===== src/rtl/imem_pkg.sv =====
// Shared defaults and address helper for the instruction-memory fetch port.
package imem_pkg;

   localparam int          DATA_W_DEF    = 32;
   localparam logic [31:0] NOP_INSTR_DEF = 32'h0000_0000;

   // Word index of a fetch address. In byte mode the low two bits select a byte
   // inside the word and are dropped here; the caller checks their alignment.
   function automatic logic [31:0] word_idx(input logic [31:0] pc, input logic byte_addr);
      return byte_addr ? {2'b00, pc[31:2]} : pc;
   endfunction

endpackage


===== src/rtl/imem_ram_1r1w.sv =====
// DEPTH x DATA_W array: one synchronous write port and one synchronous,
// read-before-write read port whose output register holds when not read.
module imem_ram_1r1w #(
   parameter int DATA_W = 32,
   parameter int DEPTH  = 32,
   parameter int AW     = 5
) (
   input  logic              clk,
   input  logic              reset,
   input  logic              we,
   input  logic [AW-1:0]     waddr,
   input  logic [DATA_W-1:0] wdata,
   input  logic              re,
   input  logic [AW-1:0]     raddr,
   output logic [DATA_W-1:0] rdata
);

   logic [DATA_W-1:0] mem_q [DEPTH];
   logic [DATA_W-1:0] rdata_q;

   // NOTE: the array has no reset on purpose. Clearing it would need a
   // multi-cycle sequence or flop-based storage, and loaded program contents
   // must survive a reset anyway.
   always_ff @(posedge clk) begin
      if (we) begin
         mem_q[waddr] <= wdata;
      end
   end

   // NOTE: non-blocking assignments make the read sample the array as it was
   // before this edge's write, which is what gives read-before-write.
   always_ff @(posedge clk) begin
      if (reset) begin
         rdata_q <= '0;
      end else if (re) begin
         rdata_q <= mem_q[raddr];
      end
   end

   assign rdata = rdata_q;

endmodule


===== src/rtl/imem_fetch_port.sv =====
// Writable instruction memory with a one-cycle registered fetch port,
// valid/ready handshake, and flagged out-of-range or misaligned fetches.
module imem_fetch_port
   import imem_pkg::*;
#(
   parameter int                DATA_W    = DATA_W_DEF,
   parameter int                DEPTH     = 32,
   parameter int                PC_W      = 8,
   parameter int                BYTE_ADDR = 0,
   parameter logic [DATA_W-1:0] NOP_INSTR = DATA_W'(NOP_INSTR_DEF)
) (
   input  logic                     clk,
   input  logic                     reset,
   input  logic                     ld_en,
   input  logic [$clog2(DEPTH)-1:0] ld_addr,
   input  logic [DATA_W-1:0]        ld_data,
   input  logic                     req_valid,
   output logic                     req_ready,
   input  logic [PC_W-1:0]          req_pc,
   output logic                     rsp_valid,
   input  logic                     rsp_ready,
   output logic [DATA_W-1:0]        rsp_instr,
   output logic [PC_W-1:0]          rsp_pc,
   output logic                     rsp_err
);

   localparam int AW = $clog2(DEPTH);

   logic            rsp_valid_q, rsp_valid_d;
   logic [PC_W-1:0] rsp_pc_q, rsp_pc_d;
   logic            rsp_err_q, rsp_err_d;

   logic [31:0]       pc_ext;
   logic [31:0]       idx;
   logic              req_err;
   logic              accept;
   logic              ld_ok;
   logic [DATA_W-1:0] ram_rdata;

   assign pc_ext  = 32'(req_pc);
   assign idx     = word_idx(pc_ext, BYTE_ADDR != 0);
   assign req_err = (idx >= 32'(DEPTH)) || ((BYTE_ADDR != 0) && (pc_ext[1:0] != 2'b00));

   assign req_ready = !reset && (!rsp_valid_q || rsp_ready);
   assign accept    = req_valid && req_ready;
   assign ld_ok     = ld_en && (32'(ld_addr) < 32'(DEPTH));

   imem_ram_1r1w #(
      .DATA_W (DATA_W),
      .DEPTH  (DEPTH),
      .AW     (AW)
   ) u_ram (
      .clk   (clk),
      .reset (reset),
      .we    (ld_ok),
      .waddr (ld_addr),
      .wdata (ld_data),
      .re    (accept && !req_err),
      .raddr (idx[AW-1:0]),
      .rdata (ram_rdata)
   );

   // A new accept overwrites the held response; otherwise a handshake retires it.
   always_comb begin
      rsp_valid_d = rsp_valid_q;
      rsp_pc_d    = rsp_pc_q;
      rsp_err_d   = rsp_err_q;
      if (accept) begin
         rsp_valid_d = 1'b1;
         rsp_pc_d    = req_pc;
         rsp_err_d   = req_err;
      end else if (rsp_ready) begin
         rsp_valid_d = 1'b0;
      end
   end

   always_ff @(posedge clk) begin
      if (reset) begin
         rsp_valid_q <= 1'b0;
         rsp_pc_q    <= '0;
         rsp_err_q   <= 1'b0;
      end else begin
         rsp_valid_q <= rsp_valid_d;
         rsp_pc_q    <= rsp_pc_d;
         rsp_err_q   <= rsp_err_d;
      end
   end

   assign rsp_valid = rsp_valid_q;
   assign rsp_pc    = rsp_pc_q;
   assign rsp_err   = rsp_err_q;
   assign rsp_instr = rsp_err_q ? NOP_INSTR : ram_rdata;

endmodule

===== config.mk =====
export PLATFORM = sky130hd
export DESIGN_NAME = imem_fetch_port
export DESIGN_NICKNAME = d
export VERILOG_FILES = /design/src/rtl/imem_pkg.sv /design/src/rtl/imem_ram_1r1w.sv /design/src/rtl/imem_fetch_port.sv
export SDC_FILE = /design/constraint.sdc
export NUM_CORES = 1
export LEC_CHECK = 0
export CORE_ASPECT_RATIO = 0.6
export CORE_MARGIN = 3
export CORE_UTILIZATION = 44
export CTS_BUF_LIST = sky130_fd_sc_hd__clkbuf_2
export DETAILED_ROUTE_END_ITERATION = 7
export GPL_TIMING_DRIVEN = 1
export PLACE_DENSITY_LB_ADDON = 0.1
export SYNTH_ARGS = -nofsm -noshare
export SYNTH_HDL_FRONTEND = slang
export SYNTH_SLANG_ARGS = --single-unit
export TNS_END_PERCENT = 20

===== constraint.sdc =====
create_clock -name clk -period 3.9 [get_ports clk]
set_input_delay 0.39 -clock clk [delete_from_list [all_inputs] [get_ports clk]]
set_output_delay 0.39 -clock clk [all_outputs]
set_load 0.01 [all_outputs]

==> results by group, run 1 <==
Pwr
  • PwrDens: 449.7 mW/mm²
  • Sequential share of power: 60.2%
  • Clock Power Share: 33.8%
  • Worst vdd ir: 0.0002335 V
  • Total power: 21.14 mW
  • Switching Share: 24.59%
  • Comb pwr share: 6.0%
  • Leakage: 15.26 nW
  • Int Pwr: 15.94 mW
  • Sw power: 5.198 mW

Detailed routing
  • Drt drc: 0
  • Initial drt markers: 2425
  • Final WL: 116700 µm
  • Avg WL per Cell: 31.01 µm
  • Post-route ant nets: 0
  • Vias: 21850
  • First-pass DRT Iterations: 5
  • Routed vias/inst: 5.806

Yosys
  • Synth unique cells: 42
  • Syn avg cell area: 21.21 µm²
  • Cells after Synth: 1932
  • Flop and latch count out of synthesis: 1066
  • Post-synthesis sequential area ratio: 77.09%
  • Synth warn: 0
  • Cell Area, Synth: 0.04098 mm²
  • Syn Nets: 1982

Floorplan
  • Die footprint: 0.09695 mm²
  • Chip Width: 400.0 µm
  • I/O pin total: 93
  • Row count: 86
  • Die Height: 242.4 µm
  • Core area: 0.09211 mm²
  • Starting density of the core: 44.49%

Clock tree
  • Number of H-tree levels: 4
  • Clk_lat worst skew: 1.57 ns
  • CTS clk-pin slew, worst paths: 0.11 ns
  • CTS tree: built
  • Setup Buffers After CTS: 0
  • Total CTS buffers: 232
  • CTS root buf: clkbuf_2
  • Clk buf depth: 3
  • Clk sink count: 1066

Worst setup path
  • Critical-path maximum fanout: 21
  • Setup Crit Path Kind: register to primary output
  • WP data arrival: 3.17 ns
  • Crit end category: primary output
  • Startpoint types: register
  • Req. time, crit path: 3.51 ns

STA
  • Unrepaired setup endpoints after global routing: no
  • Clock Skew: 0.07607 ns
  • Final hold violation count: 0
  • Total negative slack: 0 ns
  • Minimum clock period: 3.561 ns
  • Worst-Margin Slew: 1.279 ns
  • Final worst-path cycle share: 91.32%
  • Max-slew headroom: 14.47%
  • Max-slew violations: 0
  • Final Setup Violations: 0
  • Max Clock Freq: 0.2808 GHz

Place
  • GP Congestion: 0.8092
  • Port bufs: 92
  • DP HPWL: 67430 µm

Hold path
  • Hold Crit Class: input port to register

Finish
  • Commonest cells after routing, fill and taps aside: edfxtp_1 (1024), clkbuf_2 (380), mux4_2 (245)
  • P&R area growth vs syn: 14.74%
  • Layout cells sized above 1: 32.30%
  • # nets final: 2376
  • Commonest non-fill, non-tap cell in the layout: edfxtp_1
  • Final Util: 51.04%

Run status
  • Status: complete, no violations

Global routing
  • First-pass GRT wire length: 165500 µm
  • Initial antenna violation count: 11
  • Vias in the first global route: 22230
  • Total grt overflow: 0
  • Largest net degree at the start of global routing: 65
  • All-layer global routing usage: 24.44%

Run
  • Max cap viols: 0
state kept, by name, indices dropped and copies added, names as in the netlist:
name,flops
rsp_pc,8
u_ram.mem_q,1024
rsp_valid,1
u_ram.rdata,32
rsp_err,1
final cells by class:
| type | count | area [µm²] |
|---|---|---|
| inverters | 22 | 82.58 |
| well taps | 1232 | 1541 |
| clock inverters | 54 | 301.5 |
| multi-input cells | 736 | 8970 |
| fillers | 7548 | 45090 |
| clock buffers | 380 | 1902 |
| flip-flops and latches | 1066 | 31590 |
| diodes | 6 | 15.01 |
| repair buffers | 268 | 2613 |
worst max-delay path, cell delays in order, from the launching register on:
cell and delay [ns]:
dfxtp_2 0.78, buf_4 0.31, nor2b_1 0.08, clkdlybuf4s50_1 0.49
through the flow:
step | setup slack [ns] | area [µm²] | hold slack (ns) | cells
finish | 0.3385 | 47020 | 0.2196 | 3764
global route | 0.1263 | 47000 | 0.1623 | 3759
CTS | 0.08658 | 47000 | 0.003001 | 3758
detailed placement | 0.9697 | 44160 | 0.4674 | 3260
global placement | 1.004 | 44160 | 0.4622 | 3260
floorplan | 1.076 | 40980 | 0.4472 | 1932
per-layer routing:
metal,vias up,track usage (%),wire [µm]
li1,9012,-,-
met2,1088,33.85,50270
met1,11600,37.05,52020
met4,0,7.729,2545
met3,155,7.479,11900
met5,-,0,0
cell usage after synthesis (all sizes together):
library cell / instances / area, µm²
nor4b: 1 / 15.01
nor2b: 109 / 681.9
a21boi: 5 / 37.54
nor3b: 1 / 18.77
a2111oi: 19 / 280.3
buf: 63 / 444.2
a22o: 3 / 26.28
nand2b: 6 / 37.54
nor2: 42 / 157.7
a21oi: 44 / 220.2
mux4: 245 / 5518
and2: 1 / 6.260
a221oi: 24 / 210.2
nand2: 65 / 244.0
nand3b: 5 / 37.54
mux2i: 23 / 230.2
a31oi: 28 / 175.2
dfxtp: 42 / 840.8
and3: 19 / 118.9
o22ai: 11 / 68.82
a311oi: 2 / 17.52
a22oi: 12 / 90.09
or3b: 2 / 17.52
clkbuf: 45 / 168.9
o21ai: 5 / 25.02
and4: 15 / 131.4
o21a: 1 / 7.510
edfxtp: 1024 / 30750
or3: 1 / 6.260
nand4: 3 / 18.77
inv: 22 / 82.58
nor4: 1 / 6.260
nand4b: 2 / 17.52
nor3: 12 / 65.06
nand3: 18 / 95.09
a32o: 11 / 110.1
final timing paths:
path / start / end / slack [ns] / cells past startpoint
hold / removal: ld_data[16] / u_ram.mem_q[28][16] / 0.22 / 3
hold reg to reg: rsp_pc[5] / rsp_pc[5] / 0.49 / 2
setup reg to reg: rsp_valid / u_ram.rdata[2] / 1.17 / 8
setup / recovery: rsp_err / rsp_instr[29] / 0.34 / 3
power by group through the flow:
stage               logic (mW)  registers [mW]  clock network [mW]
floorplan                0.625            13.0                   0
global placement          1.22            13.0                   0
detailed placement        1.23            13.0                   0
CTS                       1.28            12.7                7.36
global route              1.35            12.7                7.95
finish                    1.27            12.7                7.14
cell families (layout without fill, tap and decap cells):
family | Yosys count | count (layout) | synth area share (%)
AOI/OAI and AO/OA | 165 | 165 | 3.096
buffers and inverters | 130 | 724 | 1.698
DFF | 1066 | 1066 | 77.09
muxes | 268 | 268 | 14.03
other | 0 | 6 | 0
and+or+nand+nor | 303 | 303 | 4.088
what timing repair did:
action                    4_1_cts  5_1_grt
hold buffers                   64        0
hold endpoints to repair      930        0
gates resized for setup         0        0
Note: power is estimated with default switching activity, not from simulation.
==> run 2, diff against run 1 <==
--- a/config.mk
+++ b/config.mk
@@ -7,5 +7,4 @@
 export LEC_CHECK = 0
 export CORE_ASPECT_RATIO = 0.6
-export CORE_MARGIN = 3
 export CORE_UTILIZATION = 44
 export CTS_BUF_LIST = sky130_fd_sc_hd__clkbuf_2
==> constraint.sdc (replaced) <==
create_clock -name clk -period 3.9 [get_ports clk]
set_input_delay 0.39 -clock clk [delete_from_list [all_inputs] [get_ports clk]]
set_output_delay 0.39 -clock clk [all_outputs]
set_load 0.05 [all_outputs]
==> run 2 against run 1 <==
  * Worst hold slack better by 0.028 ns
  * Sequential power hardly changed
  * Clock power rose by 2%
  * First-iteration DRC count is 10% lower
  * Non-clock buffer count down 31
  * Cell area decreased by 0.33%
  * Setup slack lost 0.039 ns
  * Combinational power barely moved
  * Final cell count is 0.93% lower
  * Fmax decreased by 1.1%
  * Register-to-register slack lost 0.42 ns
  * Largest cell class unchanged
==> results by group, run 2 (synthesis results as in run 1) <==
Run status
  • Status: complete, no violations

Detailed routing
  • Drt drc: 0
  • Initial drt markers: 2181
  • Avg WL per Cell: 30.76 µm
  • Final WL: 114700 µm
  • First-pass DRT Iterations: 5
  • Routed vias/inst: 5.831
  • Vias: 21740
  • Post-route ant nets: 0

Worst setup path
  • Critical-path maximum fanout: 4
  • Worst path max stage delay: 0.85 ns
  • WP data arrival: 3.21 ns
  • R2r worst-path depth: 8
  • Setup Crit Path Kind: register to primary output
  • Req. time, crit path: 3.51 ns
  • RR Endpoint: u_ram.rdata[15]
  • Slowest-stage cell, CP: clkdlybuf4s50_1
  • R2R setup slack: 0.75 ns
  • Crit end category: primary output
  • Startpoint types: register
  • RR Startpoint: rsp_valid
  • Crit path cell chain: nor2b_1, clkdlybuf4s50_1

Pwr
  • Worst vdd ir: 0.0002234 V
  • PwrDens: 453.8 mW/mm²
  • Leakage: 15.17 nW
  • Total power: 21.27 mW

STA
  • Worst-Margin Slew: 1.365 ns
  • Final Setup Violations: 0
  • Max-slew violations: 0
  • Max Clock Freq: 0.2777 GHz
  • Max-slew headroom: 8.692%
  • Final hold violation count: 0
  • Final worst-path cycle share: 92.33%
  • Unrepaired setup endpoints after global routing: no
  • Total negative slack: 0 ns
  • Clock Skew: 0.09054 ns
  • Minimum clock period: 3.601 ns
  • Worst setup slack after layout: 0.2992 ns

Finish
  • Commonest cells after routing, fill and taps aside: edfxtp_1 (1024), clkbuf_2 (372), mux4_2 (245)
  • Reg with most FFs: u_ram.mem_q
  • Layout cells sized above 1: 31.83%
  • Final Cell Area: 0.04686 mm²
  • # nets final: 2348
  • Commonest non-fill, non-tap cell in the layout: edfxtp_1
  • Final Util: 50.94%
  • Max FFs per register: 1024
  • P&R area growth vs syn: 14.36%

Floorplan
  • Row count: 86
  • Die Height: 238.4 µm
  • I/O pin total: 93
  • Die footprint: 0.09440 mm²
  • Chip Width: 396.0 µm
  • Core area: 0.09200 mm²
  • Starting density of the core: 44.54%

Clock tree
  • Clk_lat worst skew: 1.56 ns
  • CTS tree: built
  • Clk buf depth: 3
  • Number of H-tree levels: 4
  • CTS clk-pin slew, worst paths: 0.12 ns
  • CTS root buf: clkbuf_2
  • Total CTS buffers: 235
  • Setup Buffers After CTS: 0
  • Clk sink count: 1066

Hold path
  • Hold Path Cell Cnt: 1
  • Hold Crit Class: input port to register
  • Worst Hold Path EP: u_ram.mem_q[21][24]
  • Worst hold start: ld_data[24]

Run
  • Max cap viols: 0

Global routing
  • Vias in the first global route: 21950
  • Total grt overflow: 0
  • First-pass GRT wire length: 161200 µm
  • Largest net degree at the start of global routing: 72
  • All-layer global routing usage: 24.71%
  • Initial antenna violation count: 9

Place
  • Pre-CTS setup slack: 0.8276 ns
  • DP HPWL: 64830 µm
  • Port bufs: 92
  • GP Congestion: 0.7999
  • Placed Area: 0.04408 mm²
## run 2: changes by cell type in the layout (fill, tap and decap cells not counted), moves of 2 or more
cell	delta
clkinv_1	+3
bufinv_16	+3
clkbuf_2	-8
dlygate4sd2_1	+2
buf_12	+6
clkdlybuf4s50_1	-3
dlygate4sd3_1	-14
buf_4	-23
clkinvlp_4	-3
## run 2: how the worst max path moves through the flow
stage / startpoint / end / slack, ns / cells past startpoint
finish: u_ram.rdata[0] / rsp_instr[0] / 0.30 / 2
detailed placement: reset / u_ram.rdata[17] / 0.83 / 6
global placement: reset / u_ram.rdata[4] / 0.89 / 6
floorplan: ld_addr[1] / u_ram.mem_q[12][0] / 1.08 / 3
CTS: u_ram.rdata[0] / rsp_instr[0] / 0.08 / 2
global route: u_ram.rdata[0] / rsp_instr[0] / 0.20 / 2
## run 2: layer usage
| metal | vias up | track usage (%) | part of all wire (%) |
|---|---|---|---|
| met5 | - | 0 | 0 |
| met4 | 0 | 7.430 | 1.9 |
| met3 | 157 | 6.788 | 9.1 |
| met2 | 1036 | 34.81 | 43 |
| met1 | 11610 | 37.42 | 46 |
| li1 | 8936 | - | - |
## run 2: critical path, delay by kind of cell (launching register included)
kind / cells / cell delay [ns]
simple gates: 1 / 0.21
buf+inv: 1 / 0.85
flops: 1 / 0.59
## run 2: final cells by class
cell class	instances	area, µm²
tap	1232	1541
clock buffer	372	1862
timing repair buffer	237	2412
inverter	22	82.58
multi-input combinational	736	8970
clock inverter	58	384.1
fill	7609	45140
antenna	6	15.01
sequential	1066	31590
## run 2: report_power, final
part / switching [mW] / internal [mW] / total [mW]
clock: 4.35 / 2.91 / 7.26
sequential: 0.0555 / 12.7 / 12.7
combinational: 0.780 / 0.492 / 1.27
total: 5.19 / 16.1 / 21.3
## run 2: metrics by stage
stage	cells	hold slack (ns)
floorplan	1932	0.4472
global placement	3242	0.4630
detailed placement	3242	0.4648
CTS	3720	0.001323
global route	3726	0.1543
finish	3729	0.2481
## run 2: repair_timing
| action | CTS | global route |
|---|---|---|
| hold buffers | 48 | 3 |
| endpoints found under the setup margin | 31 | 0 |
| gates resized for setup | 3 | 0 |
| hold endpoints to repair | 366 | 32 |
==> run 3, diff against run 2 <==
- SKIP_CTS_REPAIR_TIMING: not set -> 1
==> run 3 against run 2 <==
  * Sequential power barely moved
  * Critical endpoint is now rsp_instr[21]
  * First-iteration DRC count grew 5.2%
  * Largest cell class unchanged
  * Worst hold slack worse by 0.10 ns
  * Setup slack got worse by 0.11 ns
  * Die area unchanged
  * Final cell count fell by 0.46%
  * Highest routed layer unchanged
  * Via count decreased by 0.58%
  * Global-route usage decreased by 0.26 points
  * Non-clock buffer count shrank 16
  * Sequential share of layout area increased by 0.23 points
  * Wire length shrank 0.42%
  * Register-to-register slack better by 0.25 ns
==> results by group, run 3 (synthesis results as in run 1) <==
Run status
  • Status: complete, no violations

Hold path
  • Hold Crit Class: input port to register

Worst setup path
  • R2R setup slack: 1.00 ns
  • RR Startpoint: rsp_valid
  • Setup crit start: rsp_err
  • Critical-path maximum fanout: 34
  • Setup Crit Path Kind: register to primary output
  • WP data arrival: 3.32 ns
  • RR Endpoint: u_ram.rdata[11]
  • Startpoint types: register
  • R2r worst-path depth: 8
  • CP endpoint: rsp_instr[21]
  • Crit end category: primary output
  • Req. time, crit path: 3.51 ns

Floorplan
  • Row count: 86
  • Core area: 0.09200 mm²
  • Die footprint: 0.09440 mm²
  • Chip Width: 396.0 µm
  • Die Height: 238.4 µm
  • Starting density of the core: 44.54%
  • I/O pin total: 93

Clock tree
  • CTS clk-pin slew, worst paths: 0.11 ns
  • Clk_lat worst skew: 1.56 ns
  • Clk buf depth: 3
  • CTS tree: built
  • CTS root buf: clkbuf_2
  • Total CTS buffers: 235
  • Number of H-tree levels: 4
  • Clk sink count: 1066

Detailed routing
  • Avg WL per Cell: 30.77 µm
  • Initial drt markers: 2294
  • First-pass DRT Iterations: 5
  • Post-route ant nets: 0
  • Drt drc: 0
  • Final WL: 114200 µm
  • Vias: 21620
  • Routed vias/inst: 5.824

STA
  • Final worst-path cycle share: 95.23%
  • Minimum hold slack: 0.1441 ns
  • Worst setup slack after layout: 0.1860 ns
  • Clock Skew: 0.08124 ns
  • Final Setup Violations: 0
  • Final hold violation count: 0
  • Max-slew violations: 0
  • Unrepaired setup endpoints after global routing: no
  • Max-slew headroom: 12.45%
  • Worst-Margin Slew: 1.309 ns
  • Minimum clock period: 3.714 ns
  • Max Clock Freq: 0.2693 GHz

Pwr
  • Leakage: 15.12 nW
  • Clock Power Share: 34.1%
  • Comb pwr share: 5.9%
  • Switching Share: 24.35%
  • PwrDens: 454.9 mW/mm²
  • Sw power: 5.173 mW
  • Int Pwr: 16.07 mW
  • Total power: 21.24 mW
  • Sequential share of power: 59.9%
  • Worst vdd ir: 0.0002228 V

Global routing
  • Vias in the first global route: 21610
  • First-pass GRT wire length: 159500 µm
  • Largest net degree at the start of global routing: 72
  • All-layer global routing usage: 24.46%
  • Total grt overflow: 0
  • Initial antenna violation count: 8

Finish
  • Layout cells sized above 1: 32.04%
  • Commonest non-fill, non-tap cell in the layout: edfxtp_1
  • P&R area growth vs syn: 13.97%
  • Commonest cells after routing, fill and taps aside: edfxtp_1 (1024), clkbuf_2 (372), mux4_2 (245)
  • Multi-input logic area: 0.008970 mm²
  • # nets final: 2332
  • Layout Cells excl Fill: 3712
  • Filler cells: 7634
  • Max FFs per register: 1024
  • Reg with most FFs: u_ram.mem_q
  • FF/Latch Area: 0.03159 mm²

Place
  • GP Congestion: 0.7999
  • Pre-CTS setup slack: 0.8276 ns
  • Inst Count DP: 3242
  • DP HPWL: 64830 µm
  • Port bufs: 92

Run
  • Max cap viols: 0
## run 3: cell types whose count changed in the layout (fill, tap and decap cells not counted), sizes merged
cell | before | now
dlygate4sd3 | 50 | 34
dlygate4sd2 | 2 | 0
clkdlybuf4s50 | 84 | 85
diode | 6 | 5
dlymetal6s2s | 0 | 1
## run 3: routing by layer
metal | global-route usage, % | wire [µm] | vias up
met5 | 0 | 0 | -
met4 | 6.926 | 1893 | 0
met3 | 6.446 | 10130 | 150
met2 | 34.59 | 49920 | 989
met1 | 37.26 | 52290 | 11580
li1 | - | - | 8896
## run 3: worst min path at each step
stage                     from                 end  slack (ns)  cells past startpoint
2_1_floorplan  u_ram.rdata[23]     u_ram.rdata[23]        0.45                      2
3_3_place_gp         rsp_pc[3]           rsp_pc[3]        0.46                      1
3_5_place_dp         rsp_pc[3]           rsp_pc[3]        0.46                      1
4_1_cts              req_pc[3]           rsp_pc[3]       -0.86                      2
5_1_grt             ld_addr[4]  u_ram.mem_q[9][14]        0.05                      3
6_report             req_pc[4]      u_ram.rdata[0]        0.14                      5
## run 3: area by class of cell
| cell class | instances | area share (%) |
|---|---|---|
| repair buffers | 221 | 4.833 |
| inverters | 22 | 0.1768 |
| multi-input cells | 736 | 19.21 |
| clock inverters | 58 | 0.8225 |
| well taps | 1232 | 3.301 |
| diodes | 5 | 0.02679 |
| clock buffers | 372 | 3.986 |
| flip-flops and latches | 1066 | 67.65 |
## run 3: through the flow
| stage | setup TNS, ns | utilization [%] | instance area [µm²] |
|---|---|---|---|
| 2_1_floorplan | 0 | - | 40980 |
| 3_3_place_gp | 0 | 47.92 | 44080 |
| 4_1_cts | -2.102 | 50.36 | 46330 |
| 5_1_grt | 0 | 50.76 | 46700 |
| 6_report | 0 | 50.76 | 46700 |
| 3_5_place_dp | 0 | 47.92 | 44080 |
## run 3: worst max-delay path, stage by stage (launching register included)
cell	delay [ns]
dfxtp_4	0.49
nor2b_1	0.39
clkdlybuf4s50_1	0.90
## run 3: power groups by stage
stage | sequential [mW] | clock [mW] | combinational (mW)
2_1_floorplan | 13.0 | 0 | 0.653
3_3_place_gp | 13.0 | 0 | 1.22
3_5_place_dp | 13.0 | 0 | 1.24
4_1_cts | 12.7 | 7.50 | 1.24
5_1_grt | 12.8 | 8.04 | 1.33
6_report | 12.7 | 7.25 | 1.26
